[src/rtl/ddi_flit_framer.sv]
// Die-to-die flit framer: packs payload beats into header-stamped flits
// through an assembly register and an output register.
module ddi_flit_framer #(
  parameter int FLIT_WIDTH    = 256,
  parameter int BEAT_WIDTH    = 32,
  parameter int FLUSH_TIMEOUT = 16,
  parameter int SEQ_WIDTH     = 8
) (
  input  logic                  clk,
  input  logic                  rst_n,
  input  logic [BEAT_WIDTH-1:0] in_data,
  input  logic                  in_valid,
  input  logic                  in_sop,
  input  logic                  in_eop,
  output logic                  in_ready,
  output logic [FLIT_WIDTH-1:0] flit_out,
  output logic                  flit_valid,
  input  logic                  flit_ready,
  output logic                  err_sop
);

  localparam int PAY_W = FLIT_WIDTH - 32;
  localparam int BPF   = PAY_W / BEAT_WIDTH;
  localparam logic [2:0]  BPF_C   = 3'(BPF);
  localparam logic [15:0] TO_LAST = 16'(FLUSH_TIMEOUT - 1);
  localparam logic [SEQ_WIDTH-1:0] SEQ_ONE = SEQ_WIDTH'(1'b1);

  function automatic logic even_parity(input logic [PAY_W-1:0] d);
    return ^d;
  endfunction

  logic [PAY_W-1:0]      asm_data_r;
  logic [2:0]            asm_cnt_r;
  logic                  asm_sop_r;
  logic                  pend_eop_r;
  logic                  pend_to_r;
  logic                  pend_r;
  logic [15:0]           idle_r;
  logic                  in_ready_r;
  logic [FLIT_WIDTH-1:0] flit_out_r;
  logic                  flit_valid_r;
  logic [SEQ_WIDTH-1:0]  seq_r;
  logic                  err_sop_r;

  logic                  acc_s;
  logic                  to_fire_s;
  logic                  close_s;
  logic                  move_s;
  logic [PAY_W-1:0]      beat_data_s;
  logic [PAY_W-1:0]      c_data_s;
  logic [2:0]            c_cnt_s;
  logic                  c_sop_s;
  logic                  c_eop_s;
  logic                  c_to_s;
  logic [7:0]            seq8_s;
  logic [31:0]           hdr_s;

  assign acc_s     = in_valid && in_ready_r;
  assign to_fire_s = (FLUSH_TIMEOUT != 32'sd0) && !acc_s && !pend_r &&
                     (asm_cnt_r != 3'd0) && (idle_r == TO_LAST);
  assign move_s    = close_s && (!flit_valid_r || flit_ready);

  // Merge the incoming beat into the next free payload slot
  always_comb begin
    beat_data_s = asm_data_r;
    if (asm_cnt_r < BPF_C) begin
      beat_data_s[int'(asm_cnt_r)*BEAT_WIDTH +: BEAT_WIDTH] = in_data;
    end else begin
      beat_data_s = asm_data_r;
    end
  end

  // Select the flit candidate and decide whether it closes this cycle
  always_comb begin
    c_data_s = asm_data_r;
    c_cnt_s  = asm_cnt_r;
    c_sop_s  = asm_sop_r;
    c_eop_s  = pend_eop_r;
    c_to_s   = pend_to_r;
    close_s  = 1'b0;
    if (acc_s) begin
      c_data_s = beat_data_s;
      c_cnt_s  = asm_cnt_r + 3'd1;
      c_sop_s  = (asm_cnt_r == 3'd0) ? in_sop : asm_sop_r;
      c_eop_s  = in_eop;
      c_to_s   = 1'b0;
      close_s  = ((asm_cnt_r + 3'd1) == BPF_C) || in_eop;
    end else if (pend_r) begin
      close_s = 1'b1;
    end else if (to_fire_s) begin
      c_eop_s = 1'b0;
      c_to_s  = 1'b1;
      close_s = 1'b1;
    end else begin
      close_s = 1'b0;
    end
  end

  // Header assembly; seq is zero-extended to the 8-bit field
  always_comb begin
    seq8_s = 8'd0;
    seq8_s[SEQ_WIDTH-1:0] = seq_r;
    hdr_s = {seq8_s, c_cnt_s, c_sop_s, c_eop_s, c_to_s, 17'd0, even_parity(c_data_s)};
  end

  // Output register: loads a closed flit, holds it until the endpoint takes it
  always_ff @(posedge clk or negedge rst_n) begin
    if (!rst_n) begin
      flit_out_r   <= {FLIT_WIDTH{1'b0}};
      flit_valid_r <= 1'b0;
      seq_r        <= {SEQ_WIDTH{1'b0}};
    end else if (move_s) begin
      flit_out_r   <= {hdr_s, c_data_s};
      flit_valid_r <= 1'b1;
      seq_r        <= seq_r + SEQ_ONE;
    end else if (flit_ready) begin
      flit_valid_r <= 1'b0;
    end
  end

  // Assembly register; doubles as pending storage when the output is blocked
  always_ff @(posedge clk or negedge rst_n) begin
    if (!rst_n) begin
      asm_data_r <= {PAY_W{1'b0}};
      asm_cnt_r  <= 3'd0;
      asm_sop_r  <= 1'b0;
      pend_eop_r <= 1'b0;
      pend_to_r  <= 1'b0;
      pend_r     <= 1'b0;
    end else if (close_s && move_s) begin
      asm_data_r <= {PAY_W{1'b0}};
      asm_cnt_r  <= 3'd0;
      asm_sop_r  <= 1'b0;
      pend_eop_r <= 1'b0;
      pend_to_r  <= 1'b0;
      pend_r     <= 1'b0;
    end else if (close_s) begin
      asm_data_r <= c_data_s;
      asm_cnt_r  <= c_cnt_s;
      asm_sop_r  <= c_sop_s;
      pend_eop_r <= c_eop_s;
      pend_to_r  <= c_to_s;
      pend_r     <= 1'b1;
    end else if (acc_s) begin
      asm_data_r <= beat_data_s;
      asm_cnt_r  <= c_cnt_s;
      asm_sop_r  <= c_sop_s;
    end
  end

  // Idle timer, registered ready and sticky SOP-misuse flag
  always_ff @(posedge clk or negedge rst_n) begin
    if (!rst_n) begin
      idle_r     <= 16'd0;
      in_ready_r <= 1'b0;
      err_sop_r  <= 1'b0;
    end else begin
      if (acc_s || close_s || pend_r || (asm_cnt_r == 3'd0)) begin
        idle_r <= 16'd0;
      end else begin
        idle_r <= idle_r + 16'd1;
      end
      in_ready_r <= !(close_s && !move_s);
      if (acc_s && in_sop && (asm_cnt_r != 3'd0)) begin
        err_sop_r <= 1'b1;
      end
    end
  end

  assign in_ready   = in_ready_r;
  assign flit_out   = flit_out_r;
  assign flit_valid = flit_valid_r;
  assign err_sop    = err_sop_r;

endmodule
[config.mk]
export PLATFORM = sky130hd
export DESIGN_NAME = ddi_flit_framer
export DESIGN_NICKNAME = d
export VERILOG_FILES = /design/src/rtl/ddi_flit_framer.sv
export SDC_FILE = /design/constraint.sdc
export NUM_CORES = 1
export LEC_CHECK = 0
export CORE_MARGIN = 10
export CORE_UTILIZATION = 51
export DETAILED_ROUTE_END_ITERATION = 8
export PLACE_DENSITY = 0.86
export REMOVE_ABC_BUFFERS = 1
export SLEW_MARGIN = 20
export SYNTH_ARGS = -nofsm -noshare
export SYNTH_HDL_FRONTEND = slang
export SYNTH_SLANG_ARGS = --single-unit
export TNS_END_PERCENT = 50
[constraint.sdc]
create_clock -name clk -period 4.1 [get_ports clk]
set_input_delay 0.615 -clock clk [delete_from_list [all_inputs] [get_ports clk]]
set_output_delay 0.615 -clock clk [all_outputs]
set_load 0.03 [all_outputs]
# [Word-level counts from Yosys, hierarchy flattened]
# Index checks and enable logic that the tools add are counted.
[word_totals] inputBits=38 reg_bits=497 elab_cells=77 out_inout_bits=259
[classes] addsub=4 n_eq_ne=2 n_reduce_logical=25 shift=2 n_mux=31 magnitude_cmp=1
[ops] operator="224-bit 2-to-1 mux" n=3
[ops] operator="224-bit bitwise mux" n=1
[ops] operator="224-bit parity" n=1
[ops] operator="32-bit by 33-bit variable shift with 224-bit output, first input constant" n=1
[ops] operator="32-bit by 33-bit variable part select with 224-bit output" n=1
[ops] operator="8-bit negation with 33-bit output" n=1
[ops] operator="1-bit 2-to-1 mux" n=22
[ops] operator="16-bit by 1-bit adder with 16-bit output, second input constant" n=1
[ops] operator="16-bit by 4-bit == test with 1-bit output, second input constant" n=1
[ops] operator="16-bit 2-to-1 mux" n=1
[ops] operator="3-bit 2-to-1 mux" n=4
[ops] operator="1-bit logical AND" n=9
[ops] operator="8-bit by 1-bit adder with 8-bit output, second input constant" n=1
[ops] operator="3-bit nonzero test" n=2
[ops] operator="1-bit logical NOT" n=5
[ops] operator="1-bit logical OR" n=5
[ops] operator="2-bit nonzero test" n=2
[ops] operator="3-bit by 1-bit adder with 3-bit output, second input constant" n=1
[ops] operator="3-bit == test, second input constant" n=1
[ops] operator="3-bit logical NOT" n=1
[ops] operator="3-bit < comparator, second input constant" n=1

# [Logic depth before layout (Yosys ltp)]
# Gate-level depths: netlist of run 1.
[depth] ltp_word=12 depth_mapped=18 mapped_depth_nobuf=13

# [Worst setup path after synthesis of run 1]
# Ideal clock, no wire load.
[synth_timing] kind="reg-to-reg" from="register asm_cnt_r[0]" to="register flit_out_r[224] (netlist: flit_out[224])" path_buffers=4 required_time_ns=3.970 path_slack_ns=0.125 period_less_slack_ns=3.975 setup_time_ns=0.130 stages_incl_launch_ff=18 arrival_ns=3.845 path_cell_list="dfrtp_1 -> buf_6 -> clkbuf_1 -> inv_1 -> ha_1 -> ha_1 -> or2_1 -> buf_6 -> nor4_4 -> buf_6 -> mux2i_1 -> xnor2_2 -> xnor2_1 -> xnor2_1 -> xnor2_1 -> xnor3_1 -> xnor3_1 -> o21ai_1"
[synth_via] elab_chain_cells=7 word_cells_on_any_way=18 classes_between="add/sub (2); order compare (1); eq/ne (1); shift (2); mux (6); reduce/logical (6)"
[synth_rtl] item="start: declaration" line="33" source="logic [2:0] asm_cnt_r;"
[synth_rtl] item="start signal: assignment" line="139" source="asm_cnt_r <= c_cnt_s;"
[synth_rtl] item="start signal: assignment" line="146" source="asm_cnt_r <= c_cnt_s;"
[synth_rtl] item="branches (longest 7 deep; another with 8-bit negation with 33-bit output)"
[synth_rtl] item="end signal: assignment" line="109" source="flit_out_r <= {FLIT_WIDTH{1'b0}};"
[synth_rtl] item="end signal: assignment" line="113" source="flit_out_r <= {hdr_s, c_data_s};"
[synth_rtl] item="end: declaration" line="40" source="logic [FLIT_WIDTH-1:0] flit_out_r;"
# Parallel ways; which one is timed is not known.
# A chain may end at the register's enable or synchronous reset.

# [Worst setup path in the final report of run 1]
[layout_timing] from="register asm_cnt_r[1]" to="register flit_out_r[224] (netlist: flit_out[224])"
# Same word-level chain as after synthesis.

==> flow_summary.ini, run 1 <==
[status]
outcome = complete, no violations

[synth]
synth_top_area_share_pct = 53.4
synthTopCellsByArea = dfrtp_1, xnor2_1, nor2_1
yosysUniqueCellTypes = 43
synth_seq_area_share_pct = 53.4
synth_edf_count = 0
synth.avg_cell_area_um2 = 9.72
synth_area_leader_cell = dfrtp_1
ys_async_sr_fraction_pct = 100
synth_ff_type = dfrtp_1
netlist_area_mm2 = 0.0233
synthCells = 2397
netlist_top_cells_count = dfrtp_1, nor2_1, nand2_1
synth.most_common_cell = dfrtp_1
yosysWarnings = 0
synth_seq_cells = 497

[setup_path]
critPathArrivalTime_ps = 4300
r2r_end = flit_out[224]$_DFFE_PN0P_
rr_startpoint = asm_cnt_r[1]$_DFFE_PN0P_
rrSetupSlack_ps = 240
ff2ff_path_depth = 13
cp-start-kind = flip-flop
critPathBufInv = 2
cp_max_fo = 31
path_cells = inv_1 > ha_1 > ha_1 > nand2b_1 > or4b_2 > buf_4 > a21oi_1 > xnor2_1 > xnor2_1 > xnor2_1 > xnor3_1 > xnor3_1 > o21ai_1
cp-end-kind = flip-flop
crit_path_frequent_cell = xnor2_1
crit_family = XOR/XNOR gates
cp.required_ps = 4540
path_class = flip-flop to flip-flop
slowest_stage = or4b_2
slowest_delay_ps = 780

[timing]
worst_pin_slew_ps = 1130
period_share_pct = 94.0
min_period_ps = 3860
finalHoldViolCount = 0
max_freq_mhz = 259
setup-violations-final = 0
finClkSkew_ps = 21.1
drv_slew = 0
maxSlewHeadroom_pct = 24.7
rsz0062_at_grt = no

[global_route]
grt_pass1_wl_um = 108000
antenna_found_initial = 7
grt_usage_pct = 25.5
grt-ovfl-total = 0
grt_max_degree = 272
grt_pass1_vias = 18300

[die]
io_pins = 297
die_w_um = 234
initial_core_util_pct = 51.4
fp.coreArea_mm2 = 0.0453
die_y_um = 234
die_area_mm2 = 0.0546
num_rows = 78

[drt]
drt_iter0_markers = 1735
drtPass1Iterations = 5
wire_per_inst_um = 21.2
vias = 18000
drtAntennaViolNets = 0
drcViolationCount = 0
detail_route.vias_per_cell = 5.47
routed_wl_um = 69900

[pwr]
leakagePower_nw = 13.0
p_sw_mw = 6.84
switching_share_pct = 36.7
pwr-share-comb_pct = 40.9
seqPwrFrac_pct = 32.4
pwr-share-clk_pct = 26.7
p_per_area_mw_per_mm2 = 647
intPower_mw = 11.8
ir_worst_vdd_uv = 829

[cts]
cts_root_buf = clkbuf_16
post_cts_buffers = 0
cts_tree = yes
worstSkewPairLatency_ps = 600
cts_made_buffers = 51
cts_buffer_depth = 3
cts_sinks = 497
htreeDepth = 2
clk_pin_slew_worst_paths_ps = 70

[finish]
seqCellArea_mm2 = 0.0124
fin_util_pct = 63.6
fin_nets = 2693
multi_input_area_mm2 = 0.0101
area_delta_synth_final_pct = 23.7
final_area_mm2 = 0.0288
n_fill_cell = 3516
drive_above_1_share_pct = 7.44

[place]
dpl-instance-area_mm2 = 0.0270
gp_congestion = 0.931
dp_hpwl_um = 50600
port_buffers = 279

[job]
maxCapViolCount = 0

[hold_path]
hold_path.class = input pin to async pin
## cell type report
cell class / count / share of cell area [%]
inverters: 7 / 0.0912
well taps: 600 / 2.61
clock buffers: 66 / 5.12
diodes: 3 / 0.0261
flip-flops and latches: 497 / 43.2
clock inverters: 26 / 1.16
repair buffers: 372 / 12.7
multi-input cells: 1719 / 35.1
## worst reg2reg max path, delay by kind of cell (launching register included)
family | cells | cell delay (ps)
XOR/XNOR | 5 | 1220
AND/OR/NAND/NOR | 2 | 970
adder cells (fa/ha/maj) | 2 | 450
flip-flops | 1 | 440
buffers and inverters | 2 | 370
AO/OA/AOI/OAI | 2 | 260
## power by group through the flow
| stage | clock [mW] | combinational (mW) | sequential, mW |
|---|---|---|---|
| 2_1_floorplan | 0 | 4.15 | 6.80 |
| 3_3_place_gp | 0 | 7.45 | 6.07 |
| 3_5_place_dp | 0 | 7.56 | 6.11 |
| 4_1_cts | 5.02 | 7.61 | 6.04 |
| 5_1_grt | 5.22 | 8.15 | 6.12 |
| 6_report | 4.97 | 7.62 | 6.04 |
## through the flow
step	std cells	total power, mW	setup WS (ps)	setup TNS, ps	hold slack, ps
CTS	3287	18.7	181	0	133
global placement	3195	13.5	171	0	442
finish	3290	18.6	245	0	112
global route	3290	19.5	35.6	0	171
detailed placement	3195	13.7	121	0	461
floorplan	2223	11.0	-4780	-1683750	319
## worst max-delay path by stage
stage	from	endpoint	slack, ps	cells after the start
2_1_floorplan	asm_cnt_r[0]$_DFFE_PN0P_	flit_out[0]$_DFFE_PN0P_	-4780	9
3_3_place_gp	in_valid	flit_out[224]$_DFFE_PN0P_	170	13
3_5_place_dp	in_valid	flit_out[224]$_DFFE_PN0P_	120	13
4_1_cts	asm_cnt_r[1]$_DFFE_PN0P_	flit_out[224]$_DFFE_PN0P_	180	14
5_1_grt	asm_cnt_r[1]$_DFFE_PN0P_	flit_out[224]$_DFFE_PN0P_	40	13
6_report	asm_cnt_r[1]$_DFFE_PN0P_	flit_out[224]$_DFFE_PN0P_	240	13
## logic make-up (layout without fill, tap and decap cells)
kind of cell | count (synthesis) | in the layout | synth area share, %
flops | 497 | 497 | 53.4
xor+xnor | 354 | 354 | 13.8
buf+inv | 197 | 471 | 3.59
compound gates | 411 | 411 | 9.05
fa+ha+maj | 7 | 7 | 0.376
mux | 124 | 124 | 5.38
simple gates | 806 | 806 | 14.4
other cells | 1 | 20 | 0.0161
## cells in the final DEF (no fill, tap or decap), drive strengths merged, types with 8 or more instances in the layout
cell type,count
a31oi,31
clkinv,10
buf,94
dfrtp,497
inv,10
nand3,10
o21ai,260
and2,36
conb,17
clkdlybuf4s50,278
nor2,367
nand2,327
mux2i,124
clkbuf,66
xnor2,267
nor2b,34
nand2b,8
xor2,80
a21oi,117
## state kept, by name (all words and copies together), names as in the netlist
signal      count
err_sop         1
seq8_s          8
asm_sop_r       1
asm_data_r    224
flit_out      239
idle_r         16
pend_to_r       1
asm_cnt_r       3
pend_eop_r      1
in_ready        1
flit_valid      1
pend_r          1
## timing repair
item,in CTS,in global routing
hold buffers,0,0
endpoints found under the setup margin,0,1
resized for setup,0,3
## per-layer routing
metal	vias up	track usage (%)	wire, µm
met1	8900	32.9	28500
met4	8	9.84	2410
met3	147	5.98	5540
met5	-	0	55
met2	697	41.1	33400
li1	8232	-	-
Note: power is estimated with default switching activity, not from simulation.
==> run 2: changes to the inputs <==
--- a/config.mk
+++ b/config.mk
@@ -8,6 +8,7 @@
 export CORE_MARGIN = 10
 export CORE_UTILIZATION = 51
 export DETAILED_ROUTE_END_ITERATION = 8
+export GPL_ROUTABILITY_DRIVEN = 0
 export PLACE_DENSITY = 0.86
 export REMOVE_ABC_BUFFERS = 1
 export SLEW_MARGIN = 20
==> flow_summary.ini, run 2 (synthesis results as in run 1) <==
[timing]
rsz0062_at_grt = no
min_period_ps = 3890
worst_pin_slew_ps = 997
maxSlewHeadroom_pct = 33.5
finalHoldViolCount = 0
setup-violations-final = 0
drv_slew = 0
finClkSkew_ps = 26.9
setup_tns_ps = 0
period_share_pct = 94.9
max_freq_mhz = 257

[cts]
cts_root_buf = clkbuf_16
htreeDepth = 2
cts_made_buffers = 49
cts_sinks = 497
clk_pin_slew_worst_paths_ps = 70
worstSkewPairLatency_ps = 600
cts_buffer_depth = 3
cts_tree = yes

[pwr]
pwr-share-clk_pct = 24.9
seqPwrFrac_pct = 33.0
leakagePower_nw = 12.9
switching_share_pct = 37.7
total_power_mw = 18.3
intPower_mw = 11.4
p_per_area_mw_per_mm2 = 640
ir_worst_vdd_uv = 982
p_sw_mw = 6.89
pwr-share-comb_pct = 42.1

[die]
initial_core_util_pct = 51.4
die_w_um = 234
die_y_um = 234
num_rows = 78
io_pins = 297
die_area_mm2 = 0.0546
fp.coreArea_mm2 = 0.0453

[job]
maxCapViolCount = 0

[finish]
final_area_mm2 = 0.0285
layout_common_cells = dfrtp_1, nor2_1, nand2_1
area_delta_synth_final_pct = 22.5
drive_above_1_share_pct = 6.80
largest_reg_flops = 239
final_cells = 3281
fin_nets = 2682
fin_util_pct = 63.0
final_common_cell = dfrtp_1

[drt]
drt_iter0_markers = 1981
vias = 18400
wire_per_inst_um = 21.5
detail_route.vias_per_cell = 5.60
drtAntennaViolNets = 0
routed_wl_um = 70400
drtPass1Iterations = 5
drcViolationCount = 0

[place]
dpl-instance-area_mm2 = 0.0269
port_buffers = 279
dp_hpwl_um = 50600
placed_cells = 3185

[global_route]
grt-ovfl-total = 0
grt_usage_pct = 25.5
grt_max_degree = 179
grt_pass1_wl_um = 108000
grt_pass1_vias = 18400
antenna_found_initial = 5

[setup_path]
rr_startpoint = asm_cnt_r[1]$_DFFE_PN0P_
path_class = flip-flop to flip-flop
critPathArrivalTime_ps = 4400
cp.required_ps = 4610
r2r_end = flit_out[224]$_DFFE_PN0P_
cp_max_fo = 10
rrSetupSlack_ps = 210
ff2ff_path_depth = 13
cp-end-kind = flip-flop
cp-start-kind = flip-flop

[status]
outcome = complete, no violations

[hold_path]
hold_path.class = input pin to async pin
==> run 2: critical path, cell delays in order, from the launching register on <==
cell,delay (ps)
dfrtp_2,410
inv_1,50
ha_1,200
ha_1,340
nand2_1,120
or4b_4,630
mux2i_1,230
xnor2_1,180
xnor2_1,160
xnor3_1,460
xnor2_1,230
xor3_1,280
xnor3_1,360
o21ai_1,160
==> run 2: power groups by stage <==
stage	sequential, mW	combinational [mW]	clock, mW
6_report	6.03	7.69	4.54
5_1_grt	6.10	8.18	4.80
4_1_cts	6.02	7.62	4.58
3_5_place_dp	6.10	7.55	0
3_3_place_gp	6.06	7.33	0
2_1_floorplan	6.80	4.15	0
==> run 2: per-stage QoR <==
step	hold WS, ps	worst slack (ps)
finish	153	210
global route	203	32.2
CTS	174	24.1
detailed placement	458	-73.0
global placement	442	150
floorplan	319	-4780
==> run 2: worst max path at each step <==
stage,from,endpoint,slack (ps),cells after the start
floorplan,asm_cnt_r[0]$_DFFE_PN0P_,flit_out[0]$_DFFE_PN0P_,-4780,9
global placement,in_valid,flit_out[224]$_DFFE_PN0P_,150,11
CTS,asm_cnt_r[1]$_DFFE_PN0P_,flit_out[224]$_DFFE_PN0P_,20,13
finish,asm_cnt_r[1]$_DFFE_PN0P_,flit_out[224]$_DFFE_PN0P_,210,13
global route,asm_cnt_r[1]$_DFFE_PN0P_,flit_out[224]$_DFFE_PN0P_,30,13
detailed placement,in_valid,flit_out[224]$_DFFE_PN0P_,-70,11
==> run 2: final cells by class <==
class / instances / area (µm²)
diodes: 4 / 10.0
clock buffers: 68 / 1400
clock inverters: 23 / 214
fillers: 3465 / 16800
inverters: 7 / 26.3
multi-input cells: 1719 / 10100
flip-flops and latches: 497 / 12400
well taps: 600 / 751
repair buffers: 363 / 3580
==> run 2: layer usage <==
layer / GRT usage (%) / up-vias / part of all wire [%]
met1: 32.1 / 9057 / 38
met4: 10.8 / 2 / 4.4
li1: - / 8216 / -
met2: 40.6 / 889 / 47
met5: 0 / - / 0.013
met3: 7.19 / 196 / 11
==> run 2: repair_timing <==
| action | in CTS | in global routing |
|---|---|---|
| hold endpoints to repair | 0 | 0 |
| hold buffers | 0 | 0 |
| setup buffers | 0 | 1 |
| gates resized for setup | 0 | 4 |
| endpoints found under the setup margin | 0 | 1 |
